===== src/rtl/nibble_serial_adder_ctrl_pkg.sv =====
// Shared types and constants for the nibble-serial adder controller.
// Holds the FSM state enum, the nibble width and the nibble-index width helper.
package nibble_serial_adder_ctrl_pkg;

    localparam int NIB_W = 4;

    typedef enum logic [1:0] {
        ST_IDLE = 2'd0,
        ST_RUN  = 2'd1,
        ST_DONE = 2'd2
    } state_e;

    // A single-nibble datapath still needs a 1-bit index register.
    function automatic int idx_width(input int nibs);
        return (nibs > 1) ? $clog2(nibs) : 1;
    endfunction

endpackage


===== src/rtl/nibble_serial_adder_ctrl_nibble_rca_stage.sv =====
// Combinational 4-bit ripple-carry stage built from four full-adder cells.
// Every internal carry is exported so the caller can form signed overflow from c[3]^c[2].
module nibble_rca_stage
    import nibble_serial_adder_ctrl_pkg::*;
(
    input  logic [NIB_W-1:0] a_i,
    input  logic [NIB_W-1:0] b_i,
    input  logic             cin_i,
    output logic [NIB_W-1:0] sum_o,
    output logic [NIB_W-1:0] c_o
);

    logic [NIB_W:0] cy;

    assign cy[0] = cin_i;

    for (genvar i = 0; i < NIB_W; i++) begin : g_fa
        assign sum_o[i] = a_i[i] ^ b_i[i] ^ cy[i];
        assign cy[i+1]  = (a_i[i] & b_i[i]) | (cy[i] & (a_i[i] ^ b_i[i]));
    end

    assign c_o = cy[NIB_W:1];

endmodule


===== src/rtl/nibble_serial_adder_ctrl.sv =====
// Nibble-serial WIDTH-bit adder: one 4-bit stage reused LSB-first, one nibble per cycle.
// Defining NIBBLE_SERIAL_ADDER_CTRL_SUB_EN adds a sub_i port selecting a-b.
module nibble_serial_adder_ctrl
    import nibble_serial_adder_ctrl_pkg::*;
#(
    parameter int WIDTH = 16
) (
    input  logic             clk,
    input  logic             rst_n,
    input  logic             in_valid_i,
    output logic             in_ready_o,
    input  logic [WIDTH-1:0] a_i,
    input  logic [WIDTH-1:0] b_i,
    input  logic             cin_i,
`ifdef NIBBLE_SERIAL_ADDER_CTRL_SUB_EN
    input  logic             sub_i,
`endif
    output logic             out_valid_o,
    input  logic             out_ready_i,
    output logic [WIDTH-1:0] sum_o,
    output logic             cout_o,
    output logic             ovf_o
);

    localparam int NIBS  = WIDTH / NIB_W;
    localparam int IDX_W = idx_width(NIBS);
    localparam logic [IDX_W-1:0] LAST_IDX = IDX_W'(NIBS - 1);

    state_e           state_q, state_d;
    logic [IDX_W-1:0] idx_q, idx_d;
    logic             carry_q, carry_d;
    logic [WIDTH-1:0] a_q, a_d;
    logic [WIDTH-1:0] b_q, b_d;
    logic [WIDTH-1:0] sum_q, sum_d;
    logic             cout_q, cout_d;
    logic             ovf_q, ovf_d;

    logic [NIB_W-1:0] nib_a, nib_b, nib_sum, nib_c;
    logic [WIDTH-1:0] b_cap;
    logic             carry_cap;

    assign nib_a = a_q[idx_q*NIB_W +: NIB_W];
    assign nib_b = b_q[idx_q*NIB_W +: NIB_W];

    nibble_rca_stage u_stage (
        .a_i   (nib_a),
        .b_i   (nib_b),
        .cin_i (carry_q),
        .sum_o (nib_sum),
        .c_o   (nib_c)
    );

    // Subtraction is a + ~b + 1, so only the captured operand and seed carry differ.
`ifdef NIBBLE_SERIAL_ADDER_CTRL_SUB_EN
    assign b_cap     = sub_i ? ~b_i : b_i;
    assign carry_cap = sub_i ? 1'b1 : cin_i;
`else
    assign b_cap     = b_i;
    assign carry_cap = cin_i;
`endif

    always_comb begin
        state_d = state_q;
        idx_d   = idx_q;
        carry_d = carry_q;
        a_d     = a_q;
        b_d     = b_q;
        sum_d   = sum_q;
        cout_d  = cout_q;
        ovf_d   = ovf_q;
        unique case (state_q)
            ST_IDLE: begin
                if (in_valid_i) begin
                    a_d     = a_i;
                    b_d     = b_cap;
                    carry_d = carry_cap;
                    idx_d   = '0;
                    state_d = ST_RUN;
                end
            end
            ST_RUN: begin
                sum_d[idx_q*NIB_W +: NIB_W] = nib_sum;
                carry_d = nib_c[NIB_W-1];
                if (idx_q == LAST_IDX) begin
                    cout_d  = nib_c[NIB_W-1];
                    ovf_d   = nib_c[NIB_W-1] ^ nib_c[NIB_W-2];
                    state_d = ST_DONE;
                end else begin
                    idx_d = idx_q + 1'b1;
                end
            end
            ST_DONE: begin
                if (out_ready_i) begin
                    state_d = ST_IDLE;
                end
            end
            default: state_d = ST_IDLE;
        endcase
    end

    always_ff @(posedge clk or negedge rst_n) begin
        if (!rst_n) begin
            state_q <= ST_IDLE;
            idx_q   <= '0;
            carry_q <= 1'b0;
            a_q     <= '0;
            b_q     <= '0;
            sum_q   <= '0;
            cout_q  <= 1'b0;
            ovf_q   <= 1'b0;
        end else begin
            state_q <= state_d;
            idx_q   <= idx_d;
            carry_q <= carry_d;
            a_q     <= a_d;
            b_q     <= b_d;
            sum_q   <= sum_d;
            cout_q  <= cout_d;
            ovf_q   <= ovf_d;
        end
    end

    assign in_ready_o  = (state_q == ST_IDLE);
    assign out_valid_o = (state_q == ST_DONE);
    assign sum_o       = sum_q;
    assign cout_o      = cout_q;
    assign ovf_o       = ovf_q;

endmodule


===== config.mk =====
export PLATFORM = sky130hd
export DESIGN_NAME = nibble_serial_adder_ctrl
export DESIGN_NICKNAME = d
export VERILOG_FILES = /design/src/rtl/nibble_serial_adder_ctrl_pkg.sv /design/src/rtl/nibble_serial_adder_ctrl_nibble_rca_stage.sv /design/src/rtl/nibble_serial_adder_ctrl.sv
export SDC_FILE = /design/constraint.sdc
export NUM_CORES = 1
export LEC_CHECK = 0
export CELL_PAD_IN_SITES_DETAIL_PLACEMENT = 1
export CELL_PAD_IN_SITES_GLOBAL_PLACEMENT = 2
export CORE_MARGIN = 1.5
export CORE_UTILIZATION = 32
export DETAILED_ROUTE_END_ITERATION = 7
export PLACE_DENSITY = 0.86
export SYNTH_ARGS = -nofsm -noshare
export SYNTH_HDL_FRONTEND = slang
export SYNTH_SLANG_ARGS = --single-unit

===== constraint.sdc =====
create_clock -name clk -period 2.9 [get_ports clk]
set_input_delay 0.29 -clock clk [delete_from_list [all_inputs] [get_ports clk]]
set_output_delay 0.29 -clock clk [all_outputs]
set_load 0.1 [all_outputs]

==> flow_metrics.tcl <==
set metrics [dict create \
    fin_area_sq_um 3510 \
    drv_cap 0 \
    critPathMaxStageDelay_ns 0.45 \
    cts_htree_levels 2 \
    dpl.cell_count 346 \
    first_global_vias 1873 \
    grt_max_degree 33 \
    worst_pin_slew_ns 0.635 \
    synth-compound-area-share 0.0471 \
    synth_top_family_by_area "multiplexers" \
    syn_area_per_cell_sq_um 14.5 \
    viasPerCell 4.87 \
    maxSlewHeadroom 0.577 \
    clock_latency_ns 0.32 \
    synthFlopType "dfrtp_1" \
    io_buffers 56 \
    drv_slew 0 \
    syn_nets 236 \
    cts-buffers-inserted 5 \
    start_kind "flip-flop" \
    diodes 0 \
    fin_cells 356 \
    crit_path_end_kind "flip-flop" \
    synth_async_sr_flop_share 1.00 \
    rows 33 \
    synth_top_area_frac 0.503 \
    syn_area_sq_um 2740 \
    synth_xor_area_frac 0.00320 \
    yosys.area_share.simple 0.103 \
    clk_pin_slew_worst_paths_ns 0.10 \
    clock_sinks 55 \
    drt_first_pass_iters 4 \
    synthTopCellsByArea "dfrtp_1 50%, mux2_2 16%, mux4_2 6.6%" \
    arrival_ns 3.09 \
    outcome "completed" \
    ys_seq_area_frac 0.503 \
    synth_edf_count 0 \
    drive_gt1_frac 0.402 \
    cp_cell_sequence "mux4_2 -> inv_2 -> fa_2 -> inv_2 -> fa_2 -> inv_2 -> fa_2 -> inv_2 -> fa_2 -> and4b_1 -> mux2_4" \
    grt.overflow.total 0 \
    critical_path.max_fanout 4 \
    antenna_found_initial 0 \
    track_usage 0.145 \
    synth_adder_area_share 0.0567 \
    grt_pass1_wl_um 9780 \
    start_util 0.331 \
    ant_nets 0 \
    syn_inst 189 \
    path_buf_inv 4 \
    synthMuxAreaShare 0.239 \
    drt_iter0_markers 24 \
    fin_skew_ns 0.00784 \
    die_area_sq_um 9110 \
    drt-met1-wl_um 2880 \
    dp_hpwl_um 4640 \
    synth_common_cells "55 x dfrtp_1, 39 x mux2_2, 11 x inv_1" \
    synth_largest_area_cell "dfrtp_1" \
    die_h_um 95.5 \
    yosysMostFrequentCell "dfrtp_1" \
    dpl_cell_area_sq_um 3370 \
    finalSetupViolations 0 \
    ys_warn_count 0 \
    fin_crit_ns 2.88 \
    multi_input_area_sq_um 1250 \
    drc_errors 0 \
    via_count 1734 \
    top_layer_used "met4" \
    rsz0062_at_grt "yes" \
    area_growth_pct 28.2 \
    die_w_um 95.5 \
    cts_tree "done" \
    route.met2.wl_um 3010 \
    hold_viol 0 \
    ctsLongestPathBuffers 2 \
    regArea_sq_um 1380 \
    core_area_sq_um 8260 \
    dpl_worst_slack_ns -0.0270 \
    globalplace.congestion 0.751 \
    fmax_mhz 347 \
    yosysUniqueCellTypes 34 \
    finalCritPeriodShare 0.994 \
    finalNetCount 297 \
    io_pins 57 \
    dr_wl_met3_um 238 \
    synth_seq_cells 55 \
    hp-class "flip-flop to flip-flop" \
    cp_slowest_cell "dfrtp_2" \
    fillers 881 \
    wl_per_cell_um 17.3 \
    drt-total-wl_um 6160 \
    cp.required_ns 3.10 \
    cp_top_family "adder cells" \
    worstSetupPathType "flip-flop to flip-flop" \
    fin_ws_ns 0.0181 \
    cts_root_buffer "clkbuf_8" \
]
-- cell type report --
type	instances	share of cell area
sequential	55	0.393
multi-input combinational	111	0.355
timing repair buffer	66	0.170
tap	105	0.0375
clock buffer	5	0.0196
clock inverter	3	0.0132
inverter	11	0.0118
-- worst reg2reg max path: cells and delay by family, from the launching register on --
family        cells  cell delay, ns
fa+ha+maj         4            1.31
buf+inv           4            0.20
flops             1            0.45
mux               2            0.61
simple gates      1            0.20
-- routing by layer --
metal,global-route usage,up-vias
li1,-,809
met3,0.0287,6
met4,0.0355,0
met1,0.196,874
met2,0.238,45
met5,0,-
-- final timing paths --
kind / start / cells after the start / endpoint / slack, ns
min in group asynchronous: rst_n / 2 / cout_o / 0.54
worst min register to register: a_q[14] / 1 / a_q[14] / 0.50
max in group asynchronous: rst_n / 3 / b_q[6] / 1.78
worst max register to register: idx_q[0] / 11 / sum_o[7] / 0.02
worst min-delay path: a_q[14] / 1 / a_q[14] / 0.50
worst max-delay path: idx_q[0] / 11 / sum_o[7] / 0.02
-- state kept, by name, indices dropped and copies added (netlist names) --
name and cells:
idx_q 2, cout_o 1, sum_o 16, a_q 16
b_q 16, ovf_o 1, state_q 2, carry_q 1
-- layout by cell type, fill, tap and decap left out, types with 2 or more instances in the layout --
cell	count
and2_1	4
clkbuf_8	5
inv_1	7
nor4b_1	2
ha_1	6
nor2b_1	5
and4b_1	2
nand3b_1	3
and3b_1	2
clkdlybuf4s50_1	35
nor4bb_1	4
mux4_2	8
mux2_1	2
buf_4	28
nand3_1	2
fa_2	4
mux2_4	2
nand2b_1	5
dfrtp_1	54
mux2_2	38
a32o_1	8
inv_2	4
nor3b_2	2
o221ai_1	2
-- repair_timing --
item,CTS,global route
pin swaps,0,0
gates resized for setup,2,1
hold buffers,1,0
buffers inserted,1,0
cloned,0,0
hold endpoints to repair,4,0
setup endpoints to repair,2,5
-- metrics by stage --
step / setup TNS (ns) / utilization / hold WS [ns]
6_report: 0 / 0.425 / 0.504
5_1_grt: -0.325 / 0.425 / 0.529
4_1_cts: -0.0480 / 0.424 / 0.515
3_5_place_dp: -0.0270 / 0.408 / 0.345
3_3_place_gp: 0 / 0.408 / 0.344
2_1_floorplan: -0.183 / - / -0.00559
-- kinds of logic after synthesis --
family                     after synthesis
xor gates and xnor gates                 1
AOI/OAI and AO/OA                       14
muxes                                   50
buffers and inverters                   23
adders and majority gates               10
and+or+nand+nor                         36
DFF                                     55
Power is left out: the tool's default activity adds up to more than one toggle a clock period on the data nets, which glitch-free logic cannot reach.
